<file path="src/rtl/fp_cvt_pkg.sv">
// Shared codes and helpers for the FP64 convert front-end.
// Type/rounding encodings, flag bit positions, rm and type legality.
package fp_cvt_pkg;

   localparam logic [1:0] TYPE_FP32   = 2'b00;
   localparam logic [1:0] TYPE_FP64   = 2'b01;
   localparam logic [1:0] TYPE_INT32  = 2'b10;
   localparam logic [1:0] TYPE_UINT32 = 2'b11;

   localparam logic [2:0] RM_RNE = 3'b000;
   localparam logic [2:0] RM_RTZ = 3'b001;
   localparam logic [2:0] RM_RDN = 3'b010;
   localparam logic [2:0] RM_RUP = 3'b011;
   localparam logic [2:0] RM_RMM = 3'b100;
   localparam logic [2:0] RM_DYN = 3'b111;

   localparam int FLAG_NV = 3;
   localparam int FLAG_OF = 2;
   localparam int FLAG_UF = 1;
   localparam int FLAG_NX = 0;

   typedef struct packed {
      logic [63:0] operand;
      logic [1:0]  in_type;
      logic [1:0]  out_type;
      logic [2:0]  rm;
      logic        illegal;
      logic        src;
   } cvt_op_t;

   function automatic logic [2:0] resolve_rm(
      input logic [2:0] rm,
      input logic [2:0] frm
   );
      return (rm == RM_DYN) ? frm : rm;
   endfunction

   function automatic logic rm_legal(input logic [2:0] rm);
      return rm <= RM_RMM;
   endfunction

   // Only 32-bit results exist, and same-type moves are not conversions.
   function automatic logic types_legal(
      input logic [1:0] in_type,
      input logic [1:0] out_type
   );
      return (out_type != TYPE_FP64) && (in_type != out_type);
   endfunction

endpackage

</file>
<file path="src/rtl/fp_cvt_rr_arb2.sv">
// Two-input round-robin arbiter with a one-bit priority pointer.
// Ports: req[1:0] in, advance in (grant taken), gnt[1:0] out.
module fp_cvt_rr_arb2 (
   input  logic       clk,
   input  logic       rst,
   input  logic [1:0] req,
   input  logic       advance,
   output logic [1:0] gnt
);

   logic rr;

   always_comb begin
      gnt = req;
      if (&req) begin
         gnt = rr ? 2'b10 : 2'b01;
      end
   end

   // Pointer moves to the other requester after any taken grant.
   always_ff @(posedge clk) begin
      if (rst) begin
         rr <= 1'b0;
      end else if (advance && (|gnt)) begin
         rr <= ~gnt[1];
      end
   end

endmodule

</file>
<file path="src/rtl/fp_convert_sequencer.sv">
// Issue/response sequencer in front of the shared FP64 converter.
// Ports: req0/req1 valid-ready issue, cvt_* to converter, rsp_* out, fflags.
module fp_convert_sequencer
   import fp_cvt_pkg::*;
#(
   parameter int TAG_W = 4
) (
   input  logic             clk,
   input  logic             rst,
   input  logic             req0_valid,
   output logic             req0_ready,
   input  logic [63:0]      req0_operand,
   input  logic [1:0]       req0_in_type,
   input  logic [1:0]       req0_out_type,
   input  logic [2:0]       req0_rm,
   input  logic [TAG_W-1:0] req0_tag,
   input  logic             req1_valid,
   output logic             req1_ready,
   input  logic [63:0]      req1_operand,
   input  logic [1:0]       req1_in_type,
   input  logic [1:0]       req1_out_type,
   input  logic [2:0]       req1_rm,
   input  logic [TAG_W-1:0] req1_tag,
   input  logic [2:0]       frm,
   input  logic             flush,
   output logic [63:0]      cvt_operand,
   output logic [1:0]       cvt_in_type,
   output logic [1:0]       cvt_out_type,
   output logic [2:0]       cvt_rm,
   input  logic [31:0]      cvt_result,
   input  logic [3:0]       cvt_flags,
   output logic             rsp_valid,
   input  logic             rsp_ready,
   output logic [31:0]      rsp_result,
   output logic [3:0]       rsp_flags,
   output logic             rsp_illegal,
   output logic             rsp_src,
   output logic [TAG_W-1:0] rsp_tag,
   output logic [3:0]       fflags,
   input  logic             fflags_clr
);

   logic             a_valid;
   cvt_op_t          a_op;
   logic [TAG_W-1:0] a_tag;

   logic             b_valid;
   logic [31:0]      b_result;
   logic [3:0]       b_flags;
   logic             b_illegal;
   logic             b_src;
   logic [TAG_W-1:0] b_tag;

   logic [3:0]       fflags_q;

   logic [1:0]       gnt;
   logic             b_load;
   logic             a_accept;
   logic             take;
   logic             sel;
   logic [2:0]       rm_in;
   logic [2:0]       rm_res;
   cvt_op_t          req_op;
   logic [TAG_W-1:0] req_tag;
   logic             rsp_hs;

   assign b_load   = a_valid && (!b_valid || rsp_ready);
   assign a_accept = !a_valid || b_load;
   assign take     = a_accept && !flush && !rst;

   fp_cvt_rr_arb2 u_arb (
      .clk     (clk),
      .rst     (rst),
      .req     ({req1_valid, req0_valid}),
      .advance (take),
      .gnt     (gnt)
   );

   assign req0_ready = take && gnt[0];
   assign req1_ready = take && gnt[1];

   always_comb begin
      req_op  = '0;
      sel     = gnt[1];
      rm_in   = sel ? req1_rm : req0_rm;
      rm_res  = resolve_rm(rm_in, frm);
      req_tag = sel ? req1_tag : req0_tag;
      req_op.operand  = sel ? req1_operand : req0_operand;
      req_op.in_type  = sel ? req1_in_type : req0_in_type;
      req_op.out_type = sel ? req1_out_type : req0_out_type;
      req_op.rm       = rm_res;
      req_op.src      = sel;
      req_op.illegal  = !rm_legal(rm_res) ||
                        !types_legal(req_op.in_type, req_op.out_type);
   end

   // Stage A: issue register feeding the converter.
   always_ff @(posedge clk) begin
      if (rst) begin
         a_valid <= 1'b0;
         a_op    <= '0;
         a_tag   <= '0;
      end else if (flush) begin
         a_valid <= 1'b0;
      end else if (a_accept) begin
         a_valid <= |gnt;
         if (|gnt) begin
            a_op  <= req_op;
            a_tag <= req_tag;
         end
      end
   end

   // Illegal ops still drive the converter, but with a benign rm.
   always_comb begin
      cvt_operand  = '0;
      cvt_in_type  = '0;
      cvt_out_type = '0;
      cvt_rm       = '0;
      if (a_valid) begin
         cvt_operand  = a_op.operand;
         cvt_in_type  = a_op.in_type;
         cvt_out_type = a_op.out_type;
         cvt_rm       = a_op.illegal ? RM_RTZ : a_op.rm;
      end
   end

   // Stage B: response register, held while the consumer stalls.
   always_ff @(posedge clk) begin
      if (rst) begin
         b_valid   <= 1'b0;
         b_result  <= '0;
         b_flags   <= '0;
         b_illegal <= 1'b0;
         b_src     <= 1'b0;
         b_tag     <= '0;
      end else begin
         if (flush) begin
            b_valid <= 1'b0;
         end else if (b_load) begin
            b_valid <= 1'b1;
         end else if (rsp_ready) begin
            b_valid <= 1'b0;
         end
         if (b_load && !flush) begin
            b_result  <= a_op.illegal ? '0 : cvt_result;
            b_flags   <= a_op.illegal ? '0 : cvt_flags;
            b_illegal <= a_op.illegal;
            b_src     <= a_op.src;
            b_tag     <= a_tag;
         end
      end
   end

   // Reset blanks the response port in the same cycle.
   assign rsp_valid   = b_valid && !rst;
   assign rsp_result  = rst ? '0 : b_result;
   assign rsp_flags   = rst ? '0 : b_flags;
   assign rsp_illegal = rst ? 1'b0 : b_illegal;
   assign rsp_src     = rst ? 1'b0 : b_src;
   assign rsp_tag     = rst ? '0 : b_tag;

   assign rsp_hs = rsp_valid && rsp_ready && !rsp_illegal;

   // Clear drops old state only; a same-cycle retire still lands.
   always_ff @(posedge clk) begin
      if (rst) begin
         fflags_q <= '0;
      end else begin
         fflags_q <= (fflags_clr ? 4'b0 : fflags_q) |
                     (rsp_hs ? rsp_flags : 4'b0);
      end
   end

   assign fflags = fflags_q;

endmodule

</file>
<file path="config.mk">
export PLATFORM = sky130hd
export DESIGN_NAME = fp_convert_sequencer
export DESIGN_NICKNAME = d
export VERILOG_FILES = /design/src/rtl/fp_cvt_pkg.sv /design/src/rtl/fp_cvt_rr_arb2.sv /design/src/rtl/fp_convert_sequencer.sv
export SDC_FILE = /design/constraint.sdc
export NUM_CORES = 1
export LEC_CHECK = 0
export CORE_MARGIN = 4
export CORE_UTILIZATION = 35
export DETAILED_ROUTE_END_ITERATION = 16
export PLACE_DENSITY = 0.75
export SYNTH_ARGS = -nofsm -noshare
export SYNTH_HDL_FRONTEND = slang
export SYNTH_SLANG_ARGS = --single-unit
</file>
<file path="constraint.sdc">
create_clock -name clk -period 3.14 [get_ports clk]
set_input_delay 0.471 -clock clk [delete_from_list [all_inputs] [get_ports clk]]
set_output_delay 0.471 -clock clk [all_outputs]
set_load 0.02 [all_outputs]
</file>
* Yosys cells after proc, flatten, opt, wreduce, memory -nomap -nowiden
Index checks and enable logic that the tools add are counted.
W data, S select, Z words.
** Storage, ports and cells
- Output and inout port bits :: 120
- Memories :: 0
- Logic and storage cells :: 73
- RAM bits :: 0
- Bits in latches :: 0
- Input port bits :: 196
- Flip-flop bits (word level) :: 126
- Bits in read-only memories :: 0
** Operators by class
- Shift-type cells :: 0
- Add/sub/neg operators :: 0
- Muxes and demuxes :: 24
- Reduce and logical (&&, ||, !) cells :: 26
- Eq/ne operators :: 3
- $lt $le $gt $ge :: 1
- Bitwise logic cells :: 3
- Multiply operators :: 0
- Div/mod/pow operators :: 0
** Operators by type and width (number)
- $mux W64 :: 2
- $mux W32 :: 2
- $mux W4 :: 6
- $mux W2 :: 6
- $mux W3 :: 4
- $logic_and A1 B1 Y1 :: 11
- $logic_not A1 Y1 :: 7
- $mux W1 :: 4
- $or A4 B4 Y4 :: 1
- $reduce_or A2 Y1 :: 2
- $eq A3 B3 Y1 const B :: 1
- $le A3 B3 Y1 const B :: 1
- $logic_or A1 B1 Y1 :: 3
- $reduce_and A3 Y1 :: 1
- $ne A2 B1 Y1 const B :: 1
- $ne A2 B2 Y1 :: 1
- $not A1 Y1 :: 2
- $reduce_and A2 Y1 :: 1
- $reduce_bool A2 Y1 :: 1

* Longest topological paths before layout
- Depth in word-level cells :: 8
- Gate-level depth with buffers :: 8
- Mapped depth without buffers :: 5

* Hierarchy
A second synthesis with hierarchy kept.
** Unflattened totals
- Cells, all modules :: 708
- Area, all modules :: 6368.6 um2
** By module, submodules not included
- fp_convert_sequencer :: area each 6303.5 um2, sequential area each 2502.4 um2, cells an instance 701, times used 1
- fp_cvt_rr_arb2 :: area each 65.1 um2, sequential area each 20.0 um2, cells an instance 7, times used 1

* Worst setup path after synthesis
OpenSTA, ideal clock, no wires.
- Kind :: input to output
- Start :: input port req0_valid
- End :: output port req1_ready
- Buffers on the path :: 2
- Required time :: 2.669 ns
- Arrival :: 1.678 ns
- Path slack :: 0.991 ns
- Cell stages on the path :: 5
- Cells stage by stage :: nand2b_1 > buf_2 > nand2_4 > buf_2 > nor4b_1
** Between the ends
- Cells in the longest elaborated chain, start to end :: 3
** RTL lines
- start, declared :: line fp_convert_sequencer.sv:10 : input logic req0_valid,
- $reduce_and A2 Y1 :: line fp_cvt_rr_arb2.sv:15 : if (&req) begin
- $mux W2 :: line fp_cvt_rr_arb2.sv:15
- $logic_and A1 B1 Y1 :: line fp_convert_sequencer.sv:80 : assign req1_ready = take && gnt[1];
- end, declared :: line fp_convert_sequencer.sv:18 : output logic req1_ready,
No other way between the ends.

* Worst setup path in the final report
- Start :: register a_valid
- End :: output port cvt_rm[1]
** Between the ends
- Cells in the longest elaborated chain, start to end :: 1
** RTL lines
- start, declared :: line fp_convert_sequencer.sv:43 : logic a_valid;
- start signal, assigned :: line fp_convert_sequencer.sv:106 : a_valid <= |gnt;
- $mux W3 :: line fp_convert_sequencer.sv:120 : if (a_valid) begin
- end, declared :: line fp_convert_sequencer.sv:29 : output logic [2:0] cvt_rm,
No other way between the ends.

==> metrics.txt <==
minimum clock period between 2 and 3 ns; Setup WS pre-CTS roughly 0.54 ns; vias per cell around 4.9; XOR/XNOR Fraction of Synth Area 0; critical path class reg2out; net switching power figure 1.18 mW; antenna violations before repair 1; leakage power roughly 4.1 nW; switch share 0.239; number of synthesized flops with an enable pin 0; Die X roughly 150 um; Pre-Repair DR Iteration Count 4; Skew-Pair Late Insertion Delay approximately 0.4 ns; post-synthesis mux area share 0.104; Post-Synth Simple-Gate Area 0.251; crit path launch type flip-flop; Placed Area 9860 um^2; share of cells above drive strength 1 0.124; root buffer cell clkbuf_16; Setup Skew around 0.011 ns; # diodes 0; Setup TNS 0 ns; Avg WL per Cell about 17 um; period utilisation layout 0.842; VDD IR max roughly 340 uV; nets about 1,200; P&R area growth vs syn 58.8%; Clock Sinks around 130; Final Hold Slack ~0.45 ns; global-route wire length before repair 32,500 um; hold crit path type reg2reg; Initial Utilization 0.356; register area share after synthesis 0.379; DRC viols 0; Setup crit end kind output pin; Setup WS post-layout 0.496 ns; Int Pwr 3.77 mW; RePlAce Congestion approximately 0.74; Max Clock Freq around 380 MHz; ANT nets after route 0; pin count of the biggest net entering global routing 93; grt total ovfl 0; Iter 0 DRT Violations around 140; vias in the first global route ~6,100; CTS tree yes; post-CTS sizing 0; Crit path arrival time ~2.2 ns; ys flop type dfxtp_1; RSZ-0062 raised after global routing false; Power Total slightly below 5 mW; fin area approximately 11,000 um^2; Critical Path RT 2.67 ns; Die H 146 um; post-synthesis adder-cell area fraction 0; largest family of logic cells by synthesized area simple AND/OR/NAND/NOR gates; Core Footprint between 15,000 and 20,000 um^2; Synth Register Bits between 100 and 150; Mapped Area between 6000 and 7000 um^2; Vias between 6,000 and 7,000; Logic pwr share 0.174; relative slew slack 0.548; complex-gate fraction of the synthesized area 0.197; Top Ports roughly 320; post-synth net total about 910; Synth cell types 39; worst slew pin tran between 0.6 and 0.7 ns; CTS Buf Count 17; Avg Inst Size Synth 9.28 um^2; die area roughly 21,000 um^2; filler cell count in the final layout 1,738; row cnt 50; final hold vios 0; wirelength, routed ~21,000 um; Crit Path Max Fanout 44; Ys Warns 0; PD cells 468 nW/um^2; CTS Hold Buffers Added 0; status finished, final reports clean; ys async rst share 0; H-tree depth 4; DP HPWL between 15,000 and 20,000 um; Worst-path clk slew 0.06 ns; Setup-failing EPs final 0; Clock power frac 0.474; max-slew violation count 0; clk buf depth 2; number of max-cap violations 0; postcts setup bufs 0; Port Buffers 315; post-synthesis cell count roughly 720; Seq pwr share 0.352; all-layer global routing usage 0.187
## stage by stage
| stage | util | std cells |
|---|---|---|
| floorplan | - | 717 |
| global placement | 0.527 | 1216 |
| detailed placement | 0.527 | 1216 |
| CTS | 0.565 | 1248 |
| global route | 0.565 | 1248 |
| finish | 0.565 | 1248 |
## layout by cell type (no fill, tap or decap), drive strengths merged, types with 2 or more instances in the layout
master / synthesis / layout
a211oi: 70 / 70
a21oi: 47 / 47
a22o: 4 / 4
a311oi: 5 / 5
and2: 69 / 69
and3b: 3 / 3
buf: 33 / 17
bufinv: 0 / 7
clkbuf: 33 / 19
clkdlybuf4s50: 0 / 314
clkinvlp: 0 / 3
dfxtp: 126 / 126
inv: 4 / 6
mux2i: 69 / 69
nand2: 59 / 59
nand3: 5 / 5
nand3b: 40 / 40
nor2: 83 / 83
nor2b: 45 / 45
nor3: 2 / 2
o211a: 2 / 2
o21ai: 6 / 6
## logic make-up (layout without fill, tap and decap cells)
family / Yosys count / count (layout)
compound gates: 140 / 140
buf+inv: 70 / 367
mux: 69 / 69
flops: 126 / 126
simple gates: 312 / 312
## synth_stat cells (2+ instances only)
library cell	n	area share
dfxtp_1	126	0.38
nor2b_1	45	0.042
a21oi_1	47	0.035
mux2i_1	69	0.10
buf_2	14	0.011
nor2_1	83	0.047
o21ai_0	6	0.0045
nand3b_1	40	0.045
and2_1	69	0.065
o211a_1	2	0.0030
buf_12	3	0.0090
nand3_1	5	0.0038
buf_6	14	0.024
nor3_1	2	0.0015
inv_1	4	0.0023
nand2_1	58	0.033
a211oi_2	69	0.13
and3b_1	3	0.0040
a311oi_2	4	0.0090
clkbuf_4	3	0.0034
clkbuf_1	30	0.017
a22o_1	4	0.0053
## flip-flops by register name (all words and copies together) (netlist names)
signal and count:
b_tag 4, a_tag 4, b_valid 1, b_flags 4, u_arb.rr 1, a_valid 1, a_op 73, b_illegal 1
b_src 1, fflags 4, b_result 32
## layout make-up
| class | instances | area (um^2) | area share |
|---|---|---|---|
| Clock buffer | 19 | 443 | 0.0419 |
| Tap cell | 234 | 293 | 0.0277 |
| Multi-Input combinational cell | 521 | 3680 | 0.348 |
| Sequential cell | 126 | 2520 | 0.239 |
| Inverter | 4 | 15.0 | 0.00142 |
| Timing Repair Buffer | 331 | 3350 | 0.317 |
| Clock inverter | 13 | 259 | 0.0245 |
## critical path, stage by stage (launching register included)
cell and delay (ns):
dfxtp_2 0.68, buf_12 0.27, and3b_1 0.19, clkdlybuf4s50_1 0.62
## power by group through the flow
stage          registers (mW)  clock network (mW)  logic (mW)
6_report                 1.74                2.34       0.860
5_1_grt                  1.75                2.48       0.930
4_1_cts                  1.74                2.40       0.872
3_5_place_dp             1.78                   0       0.869
2_1_floorplan            1.76                   0       0.494
3_3_place_gp             1.77                   0       0.854
## per-layer routing
layer  vias to the layer above  wire, um  GRT usage  share of wire
li1                       3040         -          -              -
met1                      2773      8350      0.209           0.40
met2                       224      9980      0.319           0.48
met3                        23      2100     0.0922           0.10
met4                         2       295     0.0484          0.014
met5                         -        12          0        0.00058
## path summary, 6_finish.rpt
kind / slack (ns) / depth (start not counted) / endpoint / start
setup reg to reg: 1.26 / 5 / a_op[44]$_SDFFE_PP0P_ / a_valid$_SDFFE_PP0N_
setup / recovery: 0.50 / 3 / cvt_rm[1] / a_valid$_SDFFE_PP0N_
hold / removal: 0.45 / 2 / b_result[2]$_SDFFE_PP0P_ / b_result[2]$_SDFFE_PP0P_
hold reg to reg: 0.45 / 2 / b_result[2]$_SDFFE_PP0P_ / b_result[2]$_SDFFE_PP0P_
Power figures use the tool's default switching activity.
==> RTL change, RTL diff (config.mk and constraints unchanged) <==
Make the reset (`rst`) asynchronous in 4 clocked blocks.
--- a/src/rtl/fp_cvt_rr_arb2.sv
+++ b/src/rtl/fp_cvt_rr_arb2.sv
@@ -18,7 +18,7 @@
    end
 
    // Pointer moves to the other requester after any taken grant.
-   always_ff @(posedge clk) begin
+   always_ff @(posedge clk or posedge rst) begin
       if (rst) begin
          rr <= 1'b0;
       end else if (advance && (|gnt)) begin
--- a/src/rtl/fp_convert_sequencer.sv
+++ b/src/rtl/fp_convert_sequencer.sv
@@ -95,7 +95,7 @@
    end
 
    // Stage A: issue register feeding the converter.
-   always_ff @(posedge clk) begin
+   always_ff @(posedge clk or posedge rst) begin
       if (rst) begin
          a_valid <= 1'b0;
          a_op    <= '0;
@@ -126,7 +126,7 @@
    end
 
    // Stage B: response register, held while the consumer stalls.
-   always_ff @(posedge clk) begin
+   always_ff @(posedge clk or posedge rst) begin
       if (rst) begin
          b_valid   <= 1'b0;
          b_result  <= '0;
@@ -163,7 +163,7 @@
    assign rsp_hs = rsp_valid && rsp_ready && !rsp_illegal;
 
    // Clear drops old state only; a same-cycle retire still lands.
-   always_ff @(posedge clk) begin
+   always_ff @(posedge clk or posedge rst) begin
       if (rst) begin
          fflags_q <= '0;
       end else begin
Function: differs if rst is asserted again (counterexample within 4 cycles, from zero or initial values and one cycle with rst high); with rst held inactive, the same outputs for 4 cycles.
==> RTL change against the unedited design <==
Routed wire length grew 1.8%; die area down 2.5%; critical path depth is 4 higher; worst hold slack improved by 0.011 ns; combinational power rose by 71%; area after synthesis decreased by 2.7%; setup slack got worse by 0.34 ns; via count grew 3.8%; highest routed layer is now met4; register-to-register slack worse by 0.24 ns; final area shrank 2.4%; critical endpoint is now req0_ready; critical path type is now in2out; sequential cell count stayed put; power increased by 5.7%.
==> RTL change: results (changes against the unedited design) <==
Global route
  • Initial antenna violation count: 0 (was 1)
  • Largest net degree at the start of global routing: 76 (was 93)
  • GRT Util Overall: 20.1% (was 18.7%)
  • First-pass GRT wire length: 32600 um (was 32500 um)
  • Vias in the first global route: 6185 (was 6118)

STA
  • Slew @ Worst Pin: 0.930 ns (was 0.678 ns)
  • Clock skew: 0.00931 ns (was 0.0112 ns)
  • Period utilization: 95.0% (was 84.2%)
  • Fin. max-slew vios: 0 (unchanged)
  • WHS: 0.457 ns (was 0.446 ns)

Worst setup path
  • R2r endpoint: b_tag[1]$_DFFE_PP0P_ (was a_op[44]$_SDFFE_PP0P_)
  • R2R depth: 4 (was 5)
  • Worst-path fanout max: 4 (was 44)
  • FF-to-FF setup slack: 1.02 ns (was 1.26 ns)
  • CP max stage cell: clkdlybuf4s50_1 (was dfxtp_2)
  • Worst R2R Start: a_valid$_DFFE_PP0P_ (was a_valid$_SDFFE_PP0N_)
  • CP max stage delay: 0.62 ns (was 0.68 ns)
  • Arrival time at the worst endpoint: 2.51 ns (was 2.17 ns)

Detailed routing
  • Routed vias: 6292 (was 6062)
  • DRT Pass-1 Iters: 4 (unchanged)
  • 1st-iter DRT viols: 349 (was 138)
  • Wirelength, routed: 21100 um (was 20700 um)

Clock network
  • Clock buffer depth: 2 (unchanged)
  • CTS resizes: 0 (unchanged)
  • Clk pin slew, worst setup/hold paths: roughly 0.05 ns
  • H-tree lvl count: 4 (unchanged)
  • Setup repair bufs after CTS: 0 (unchanged)
  • Worst skew pair latency: 0.41 ns (about the same)
  • Root Driver: clkbuf_16 (unchanged)

Cells and area
  • Fin nets: 1272 (was 1197)
  • Fillers: 1635 (was 1738)
  • Antenna cells: 0 (unchanged)
  • Top Registers: a_op: 73 flops, b_result: 32 flops (unchanged)
  • Layout cells sized above 1: 5.24% (was 12.4%)

Placement
  • Quantity of I/O buffers inserted on ports: 315 (unchanged)
  • DP HPWL: 15100 um (was 15400 um)
  • Placer Congestion: 0.843 (was 0.744)

Synthesis
  • Synth Warn #: 0 (unchanged)
  • Area contributors post-synth: dfrtp_1 (49%), nand2_1 (14%), a31oi_1 (7.1%) (was dfxtp_1 (38%), a211oi_2 (13%), mux2i_1 (10%))
  • Sequential area share after synthesis: 48.7% (was 37.9%)
  • Syn nets: 981 (was 913)
  • Yosys cell types: 35 (was 39)
  • Ys async rst share: 100% (was 0%)
  • Synth cell count leaders: nand2_1 (248), dfrtp_1 (126), nor2_1 (80) (was dfxtp_1 (126), nor2_1 (83), a211oi_2 (69), and2_1 (69), mux2i_1 (69))

Worst hold path
  • Hold Path Sink: b_result[9]$_DFFE_PP0P_ (was b_result[2]$_SDFFE_PP0P_)
  • Hold Startpoint: b_result[9]$_DFFE_PP0P_ (was b_result[2]$_SDFFE_PP0P_)
  • Hold crit path type: reg2reg (unchanged)
  • Hold Path Stages: 2 (unchanged)

Power
  • Static Leak: 0.00443 uW (was 0.00406 uW)
  • Peak supply drop: 0.366 mV (was 0.345 mV)

Status
  • Outcome: finished, final reports clean (unchanged)
## RTL change: worst max-delay path by stage
stage	start	to	slack, ns	cells past startpoint
6_report	rsp_ready	req0_ready	0.16	7
5_1_grt	rsp_ready	req0_ready	0.09	7
4_1_cts	rsp_ready	req0_ready	0.20	7
3_5_place_dp	rsp_ready	req0_ready	0.24	7
3_3_place_gp	rsp_ready	req0_ready	0.26	7
2_1_floorplan	rst	a_op[0]$_DFFE_PP0P_	0.85	2
## RTL change: cell families (layout without fill, tap and decap cells)
logic type,after synthesis,after routing,share of synthesized area [%]
flip-flops,126,126,48.7
multiplexers,5,5,0.812
buffers and inverters,68,371,5.26
AND/OR/NAND/NOR,489,489,35.6
AO/OA/AOI/OAI,97,97,9.61
## RTL change: layer usage
| layer | track usage (%) | share of wire (%) | vias up | wire (um) |
|---|---|---|---|---|
| met5 | 0 | 0 | - | 0 |
| met4 | 7.63 | 2.7 | 0 | 569 |
| met3 | 6.85 | 8.5 | 36 | 1800 |
| met2 | 33.9 | 49 | 234 | 10300 |
| met1 | 23.8 | 40 | 2889 | 8450 |
| li1 | - | - | 3133 | - |
## RTL change: layout make-up
cell class,count,area (um2),area share [%]
Clock buffer,20,447,4.33
Clock inverter,11,71.3,0.692
Inverter,10,41.3,0.401
Multi-Input combinational cell,591,2990,29.1
Sequential cell,126,3150,30.6
Tap cell,229,287,2.78
Timing Repair Buffer,330,3310,32.1
## RTL change: through the flow
| step | instance area (um2) | instances | worst slack [ns] | power, uW |
|---|---|---|---|---|
| after floorplan | 6480 | 785 | 0.855 | 2810 |
| after global placement | 9790 | 1286 | 0.261 | 3500 |
| after detailed placement | 9790 | 1286 | 0.239 | 3530 |
| after CTS | 10300 | 1317 | 0.202 | 5300 |
| after global routing | 10300 | 1317 | 0.0864 | 5520 |
| final | 10300 | 1317 | 0.156 | 5230 |
## RTL change: worst max-delay path, delay by kind of cell
kind	cells	cell delay [ns]
buffers and inverters	3	1.36
AOI/OAI and AO/OA	1	0.13
and+or+nand+nor	3	0.55
## RTL change: power breakdown
| group | internal [uW] | switching, uW | total (uW) | leakage (uW) |
|---|---|---|---|---|
| clock | 1020 | 727 | 1750 | 0.000255 |
| combinational | 749 | 720 | 1470 | 0.00266 |
| sequential | 1880 | 132 | 2010 | 0.00151 |
